$ cat config.mk
export PLATFORM = sky130hd
export DESIGN_NAME = tff_mod_counter
export DESIGN_NICKNAME = d
export VERILOG_FILES = /design/src/rtl/tff_cnt_pkg.sv /design/src/rtl/tff_mod_counter_t_cell.sv /design/src/rtl/tff_mod_counter.sv
export SDC_FILE = /design/constraint.sdc
export NUM_CORES = 1
export LEC_CHECK = 0
export BUFFER_PORTS_ARGS = -buffer_cell sky130_fd_sc_hd__buf_2
export CORE_MARGIN = 1.5
export CORE_UTILIZATION = 45
export DETAILED_ROUTE_END_ITERATION = 8
export GPL_TIMING_DRIVEN = 0
export PLACE_DENSITY = 0.74
export SYNTH_ARGS = -nofsm -noshare
export SYNTH_HDL_FRONTEND = slang
export SYNTH_HIERARCHICAL = 1
export SYNTH_SLANG_ARGS = --single-unit
$ cat constraint.sdc
create_clock -name clk -period 3.4 [get_ports clk]
set_input_delay 0.68 -clock clk [delete_from_list [all_inputs] [get_ports clk]]
set_output_delay 0.68 -clock clk [all_outputs]
set_load 0.005 [all_outputs]
$ cat src/rtl/tff_cnt_pkg.sv
// ---------------------------------------------------------------------------
// tff_cnt_pkg
// Shared constants and types for the T-flip-flop modulo counter.
//   WIDTH_DEFAULT : default counter width in bits
//   DIR_UP        : value of 'up' that selects counting up
//   DIR_DOWN      : value of 'up' that selects counting down
//   cnt_act_e     : per-cycle action chosen by the counter control logic
// ---------------------------------------------------------------------------
package tff_cnt_pkg;

  localparam int   WIDTH_DEFAULT = 4;
  localparam logic DIR_UP        = 1'b1;
  localparam logic DIR_DOWN      = 1'b0;

  // One action per cycle; the wrap actions are the only ones that raise tc/ovf.
  typedef enum logic [2:0] {
    ACT_HOLD    = 3'd0,
    ACT_LOAD    = 3'd1,
    ACT_INC     = 3'd2,
    ACT_DEC     = 3'd3,
    ACT_WRAP_LO = 3'd4,  // counting up past mod_max, land on 0
    ACT_WRAP_HI = 3'd5   // counting down past 0 (or from above mod_max), land on mod_max
  } cnt_act_e;

endpackage : tff_cnt_pkg

$ cat src/rtl/tff_mod_counter_t_cell.sv
// ---------------------------------------------------------------------------
// t_cell
// One-bit T flip-flop with synchronous active-high reset.
//   clk : clock, state changes on rising edge
//   rst : synchronous reset, forces q to 0 (overrides t)
//   t   : toggle request, q inverts at the edge when t=1
//   q   : stored bit
//   qb  : complement of q
// ---------------------------------------------------------------------------
module t_cell
  import tff_cnt_pkg::*;
(
  input  logic clk,
  input  logic rst,
  input  logic t,
  output logic q,
  output logic qb
);

  logic q_q;
  logic q_d;

  // Next bit value: invert on toggle, otherwise keep.
  always_comb begin
    q_d = q_q;
    if (t) begin
      q_d = ~q_q;
    end else begin
      q_d = q_q;
    end
  end

  // State register with synchronous reset.
  always_ff @(posedge clk) begin
    if (rst) begin
      q_q <= 1'b0;
    end else begin
      q_q <= q_d;
    end
  end

  assign q  = q_q;
  assign qb = ~q_q;

endmodule : t_cell

$ cat src/rtl/tff_mod_counter.sv
// ---------------------------------------------------------------------------
// tff_mod_counter
// Up/down modulo counter built from WIDTH T flip-flops. The control logic
// works out the desired next count and feeds each cell the toggle vector
// T = q ^ next_q, so the cells only ever toggle.
//   clk      : clock
//   rst      : synchronous active-high reset (q=0, tc=0, ovf=0)
//   en       : count enable
//   up       : direction, DIR_UP counts up, DIR_DOWN counts down
//   load     : parallel load of min(load_val, mod_max), beats en
//   load_val : load value
//   mod_max  : terminal value, count range 0..mod_max
//   q        : current count
//   qb       : bitwise complement of q
//   tc       : registered one-cycle pulse after each wrap
//   ovf      : sticky wrap flag, cleared by rst or load
// ---------------------------------------------------------------------------
module tff_mod_counter
  import tff_cnt_pkg::*;
#(
  parameter int WIDTH = WIDTH_DEFAULT
) (
  input  logic             clk,
  input  logic             rst,
  input  logic             en,
  input  logic             up,
  input  logic             load,
  input  logic [WIDTH-1:0] load_val,
  input  logic [WIDTH-1:0] mod_max,
  output logic [WIDTH-1:0] q,
  output logic [WIDTH-1:0] qb,
  output logic             tc,
  output logic             ovf
);

  localparam logic [WIDTH-1:0] ZERO_W = {WIDTH{1'b0}};
  localparam logic [WIDTH-1:0] ONE_W  = {{(WIDTH-1){1'b0}}, 1'b1};

  logic [WIDTH-1:0] cnt_s;
  logic [WIDTH-1:0] cnt_b_s;
  logic [WIDTH-1:0] next_cnt_s;
  logic [WIDTH-1:0] t_vec_s;
  logic [WIDTH-1:0] load_clip_s;
  cnt_act_e         act_s;

  logic tc_q;
  logic tc_d;
  logic ovf_q;
  logic ovf_d;

  // Clamp the load value into the legal range.
  always_comb begin
    load_clip_s = load_val;
    if (load_val > mod_max) begin
      load_clip_s = mod_max;
    end else begin
      load_clip_s = load_val;
    end
  end

  // Pick this cycle's action: load beats en, en beats hold. A count that is
  // above mod_max (mod_max lowered on the fly) wraps in either direction.
  always_comb begin
    act_s = ACT_HOLD;
    if (load) begin
      act_s = ACT_LOAD;
    end else if (en) begin
      if (up == DIR_UP) begin
        if (cnt_s < mod_max) begin
          act_s = ACT_INC;
        end else begin
          act_s = ACT_WRAP_LO;
        end
      end else begin
        if ((cnt_s == ZERO_W) || (cnt_s > mod_max)) begin
          act_s = ACT_WRAP_HI;
        end else begin
          act_s = ACT_DEC;
        end
      end
    end else begin
      act_s = ACT_HOLD;
    end
  end

  // Next count and flag values for the chosen action. The increment only
  // happens when cnt_s < mod_max and the decrement only when cnt_s > 0, so
  // WIDTH-bit arithmetic never wraps.
  always_comb begin
    next_cnt_s = cnt_s;
    tc_d       = 1'b0;
    ovf_d      = ovf_q;
    case (act_s)
      ACT_HOLD: begin
        next_cnt_s = cnt_s;
        tc_d       = 1'b0;
        ovf_d      = ovf_q;
      end
      ACT_LOAD: begin
        next_cnt_s = load_clip_s;
        tc_d       = 1'b0;
        ovf_d      = 1'b0;
      end
      ACT_INC: begin
        next_cnt_s = cnt_s + ONE_W;
        tc_d       = 1'b0;
        ovf_d      = ovf_q;
      end
      ACT_DEC: begin
        next_cnt_s = cnt_s - ONE_W;
        tc_d       = 1'b0;
        ovf_d      = ovf_q;
      end
      ACT_WRAP_LO: begin
        next_cnt_s = ZERO_W;
        tc_d       = 1'b1;
        ovf_d      = 1'b1;
      end
      ACT_WRAP_HI: begin
        next_cnt_s = mod_max;
        tc_d       = 1'b1;
        ovf_d      = 1'b1;
      end
      default: begin
        next_cnt_s = cnt_s;
        tc_d       = 1'b0;
        ovf_d      = ovf_q;
      end
    endcase
  end

  // Cells only see toggles; a bit flips exactly where current and next differ.
  always_comb begin
    t_vec_s = cnt_s ^ next_cnt_s;
  end

  genvar gi;
  generate
    for (gi = 0; gi < WIDTH; gi++) begin : g_cell
      t_cell u_cell (
        .clk (clk),
        .rst (rst),
        .t   (t_vec_s[gi]),
        .q   (cnt_s[gi]),
        .qb  (cnt_b_s[gi])
      );
    end
  endgenerate

  // Terminal-count pulse and sticky wrap flag registers.
  always_ff @(posedge clk) begin
    if (rst) begin
      tc_q  <= 1'b0;
      ovf_q <= 1'b0;
    end else begin
      tc_q  <= tc_d;
      ovf_q <= ovf_d;
    end
  end

  assign q   = cnt_s;
  assign qb  = cnt_b_s;
  assign tc  = tc_q;
  assign ovf = ovf_q;

endmodule : tff_mod_counter

---- After elaboration in Yosys (flattened, before gate mapping) ----
Index checks and enable logic that the tools add are counted.
word-level totals
  memory bits (read-only) ................. 0
  memories ................................ 0
  bits in writable memories ............... 0
  input port bits ......................... 13
  bits in registers ....................... 6
  bits in latches ......................... 0
cells by class
  add/sub/neg operators ................... 2
  muxes and demuxes ....................... 9
  multiply operators ...................... 0
  shift-type cells ........................ 0
  eq/ne operators ......................... 5
  reductions and logical operators ........ 4
  $lt $le $gt $ge ......................... 3
  div/mod/pow operators ................... 0
  bitwise logic cells ..................... 5
operators by type and width
  cell                                                                count
  4-bit one-hot mux with 5 select lines                               1
  3-bit two-way mux                                                   5
  4-bit > comparator                                                  2
  3-bit by 2-bit == test with 1-bit output, second input constant     2
  3-bit == test, second input constant                                2
  4-bit by 1-bit adder with 4-bit output, second input constant       1
  4-bit logical NOT                                                   1
  4-bit less-than comparator                                          1
  4-bit two-way mux                                                   1
  1-bit inverter                                                      4
  4-bit by 1-bit subtractor with 4-bit output, second input constant  1
  4-bit XOR                                                           1
  3-bit by 1-bit == test with 1-bit output, second input constant     1
  1-bit one-hot mux with 2 select lines                               1
  2-bit nonzero test                                                  1
  2-bit OR reduction                                                  1
  1-bit logical OR                                                    1
  1-bit two-way mux                                                   1

---- Logic depth before layout (Yosys ltp) ----
  depth after elaboration ................. 9
  depth in mapped cells ................... 16
  depth with buffers taken out ............ 16

---- Hierarchy ----
Netlist, hierarchy kept.
modules (own cells, without submodules)
  module           area an instance (µm²)  times used  cells an instance  sequential area each (µm²)
  tff_mod_counter  596.8                   1           80                 40.0
  t_cell           36.3                    4           4                  20.0

---- Least setup slack after synthesis ----
Ideal clock, no wire load.
  path type ............................... input to register
  start ................................... input port mod_max[1]
  end ..................................... register g_cell[3].u_cell.q_q
  path slack .............................. 0.121 ns
  arrival time ............................ 3.164 ns
  stages .................................. 16
  data required time ...................... 3.285 ns
  cell sequence ........................... inv_1 > ha_1 > nor2b_1 > o211ai_1 > a21o_1 > nand2_1 > nor3_1 > ha_1 > a21o_1 > a21oi_1 > xnor2_1 > nand4_1 > o221ai_1 > mux2i_1 > xnor2_1 > nor2_1
between the ends
  longest elaborated chain between the ends .. 9
  elaborated cells on any way between the ends .. 17
RTL lines
  item                                         RTL line                      text
  start: declaration                           tff_mod_counter.sv:29         input logic [WIDTH-1:0] mod_max,
  4-bit > comparator                           tff_mod_counter.sv:75         if ((cnt_s == ZERO_W) || (cnt_s > mod_max)) begin
  1-bit logical OR                             tff_mod_counter.sv:75
  3-bit two-way mux                            tff_mod_counter.sv:75
  3-bit two-way mux                            tff_mod_counter.sv:68         if (up == DIR_UP) begin
  3-bit two-way mux                            tff_mod_counter.sv:67         end else if (en) begin
  3-bit two-way mux                            tff_mod_counter.sv:65         if (load) begin
  3-bit == test, or another cell as far along  tff_mod_counter.sv:93         case (act_s)
  4-bit one-hot mux with 5 select lines *      tff_mod_counter.sv:93
  4-bit XOR *                                  tff_mod_counter.sv:134        t_vec_s = cnt_s ^ next_cnt_s;
  net t_vec_s[3]                               tff_mod_counter.sv:42         logic [WIDTH-1:0] t_vec_s;
  end signal: assignment                       tff_mod_counter_t_cell.sv:38  q_q <= q_d;
  end: declaration                             tff_mod_counter_t_cell.sv:20  logic q_q;
Mark *: on every way through the listed nets, which the timed path passes. The rest lies on a longest branch.
A chain may end at the register's enable or synchronous reset.

---- Worst setup path in the final report ----
Same ends and word-level chain as after synthesis.

==> results_dict.tcl <==
set metrics [dict create \
    synth.yosys.warnings 6 \
    p_leak_nw 0.477 \
    layout_commonest_cell "buf_2" \
    synthCells 96 \
    p_switching_mw 0.284 \
    status "finished clean" \
    drt_wl_total_um 1690 \
    synth_seq_cells 6 \
    drc_errors 0 \
    finalNonFillerCells 140 \
    die_h_um 43.6 \
    overflow 0 \
    mostFrequentLayoutCells "22 x buf_2, 10 x inv_1, 10 x ha_1, 9 x nor2_1, 9 x nand2_1" \
    slowest_delay_ps 280 \
    stdcell_area_um2 941 \
    tightest_slew_ps 365 \
    p_per_area_nw_per_um2 666 \
    drive_above_1_share 0.306 \
    min_period_ps 3210 \
    placedInstanceArea_um2 872 \
    viasPerCell 5.51 \
    fp.dieArea_um2 1900 \
    drt_iter0_drc 11 \
    place.gp.congestion 0.777 \
    p_int_mw 0.343 \
    drv_cap 0 \
    num-fill-cells 150 \
    drv_slew 0 \
    grt_start_max_net_pins 11 \
    place_worst_setup_slack_ps -295 \
    worst_setup_path_end_kind "flop" \
    syn-cell-area_um2 742 \
    clk_path_buf_depth 2 \
    dr.pass1.iters 4 \
    ys_types 26 \
    die_x_um 43.6 \
    rows 14 \
    dp.cells 134 \
    whs_ps 522 \
    clkSinkCount 6 \
    yosysSeqAreaShare 0.162 \
    crit_type "in2reg" \
    initial_core_util 0.487 \
    grt.total_usage 0.191 \
    drtAntennaViolNets 0 \
    hpwl_um 1350 \
    path_clk_slew_ps 40 \
    first_global_vias 686 \
    synth_nets 120 \
    critPathRequiredTime_ps 3540 \
    cp-start-kind "input pin" \
    syn_avg_cell_area_um2 7.73 \
    cp_cell_sequence "buf_2, inv_1, ha_1, nor2b_1, o211ai_1, a21o_1, nand2_2, nor3_4, ha_1, a21o_1, a21oi_2, xnor2_1, nand4_1, o221ai_2, mux2i_1, xnor2_1, nor2_1" \
    final.setup.worst_slack_ps 193 \
    ir_drop_mv 0.319 \
    grt_pass1_wl_um 2740 \
    n_antenna_cell 0 \
    fin_crit_sh 0.943 \
    port_buffers 22 \
    ctsRootBufferMaster "clkbuf_4" \
    hold_path.class "reg2reg" \
    worstPathArrival_ps 3340 \
    avgRoutedWirePerCell_um 12.1 \
    clock_latency_ps 240 \
    cts_made_buffers 3 \
    htreeDepth 1 \
    nets 150 \
    clkPwrFrac 0.102 \
    cts_tree "built" \
    path_max_fanout 3 \
    finClkSkew_ps 0.0969 \
    setup_violations 0 \
    vias 771 \
    max_slew_margin 0.756 \
    final-hold-violation-count 0 \
    p_comb_frac 0.650 \
    p_seq_frac 0.248 \
    syn_to_final_growth_pct 26.8 \
    antenna_found_initial 0 \
    fmax_ghz 0.312 \
    setup_tns_ps 0 \
    swShare 0.453 \
    io_pins 23 \
    crit_path_top_delay_cell "ha_1" \
    core_area_um2 1520 \
]
## cells by family after synthesis
kind of cell | after synthesis | synth area share
AND/OR/NAND/NOR | 35 | 0.226
flip-flops | 6 | 0.162
XOR/XNOR | 7 | 0.0826
multiplexers | 7 | 0.0944
buffers and inverters | 11 | 0.0556
adder cells (fa/ha/maj) | 11 | 0.196
AO/OA/AOI/OAI | 19 | 0.184
## final timing paths
| kind | start | to | slack, ps | depth (start not counted) |
|---|---|---|---|---|
| worst max-delay path | mod_max[1] | g_cell[3].u_cell/q | 190 | 17 |
| worst min-delay path | ovf | ovf | 520 | 2 |
| worst max register to register | g_cell[1].u_cell/q | g_cell[3].u_cell/q | 260 | 15 |
| worst min register to register | ovf | ovf | 520 | 2 |
## power by group through the flow
stage	registers, mW	logic, mW	clock network (mW)
detailed placement	0.157	0.370	0
floorplan	0.146	0.273	0
finish	0.156	0.407	0.0639
global placement	0.155	0.358	0
global route	0.163	0.450	0.0708
CTS	0.155	0.374	0.0676
## worst max-delay path: cells and delay by family
family,cells,cell delay (ps)
compound gates,5,780
xor+xnor,2,270
fa+ha+maj,2,540
buf+inv,2,180
mux,1,260
simple gates,5,640
## final cells by class
cell class / instances / area (um2) / share of cell area
sequential: 6 / 120 / 0.128
buffer: 1 / 3.75 / 0.00399
inverter: 10 / 37.5 / 0.0399
timing repair buffer: 25 / 133 / 0.141
multi-input combinational: 79 / 604 / 0.642
tap: 16 / 20.0 / 0.0213
clock buffer: 3 / 22.5 / 0.0239
## flip-flops by register name, indices dropped and copies added (netlist names)
name,count
tc,1
g_cell.u_cell/q,4
ovf,1
## Yosys cell counts, drive strengths merged
| cell type | instances | area, um2 |
|---|---|---|
| ha | 10 | 125 |
| inv | 10 | 37.5 |
| nand2 | 10 | 37.5 |
| nor2 | 9 | 33.8 |
| mux2i | 7 | 70.1 |
| a21oi | 6 | 30.0 |
| dfxtp | 6 | 120 |
| xnor2 | 6 | 52.6 |
| nor3 | 5 | 25.0 |
| o21ai | 5 | 28.8 |
| nand4 | 4 | 25.0 |
| a21o | 2 | 15.0 |
| nand2b | 2 | 12.5 |
| nor2b | 2 | 12.5 |
| o221ai | 2 | 17.5 |
| or2 | 2 | 12.5 |
| a2111oi | 1 | 15.0 |
| a311oi | 1 | 15.0 |
| and2 | 1 | 8.76 |
| clkbuf | 1 | 3.75 |
| fa | 1 | 20.0 |
| o211ai | 1 | 7.51 |
| o21a | 1 | 7.51 |
| xor2 | 1 | 8.76 |
## through the flow
stage                     power [mW]  utilization
after CTS                      0.597        0.590
after detailed placement       0.527        0.572
after global routing           0.684        0.617
final                          0.627        0.617
after global placement         0.513        0.572
after floorplan                0.419            -
## routing by layer
metal / part of all wire / global-route usage / wire length [um] / up-vias
met2: 0.51 / 0.347 / 855 / 23
met1: 0.43 / 0.210 / 726 / 350
li1: - / - / - / 394
met4: 0.016 / 0.0727 / 27 / 0
met5: 0 / 0 / 0 / -
met3: 0.047 / 0.0500 / 79 / 4
## timing repair
item | 4_1_cts | 5_1_grt
buffers inserted | 0 | 3
resized for setup | 1 | 4
pin swaps | 0 | 6
cloned | 0 | 0
hold buffers | 0 | 0
setup endpoints to repair | 1 | 1
hold endpoints to repair | 0 | 0
Note: power is estimated with default switching activity, not from simulation.
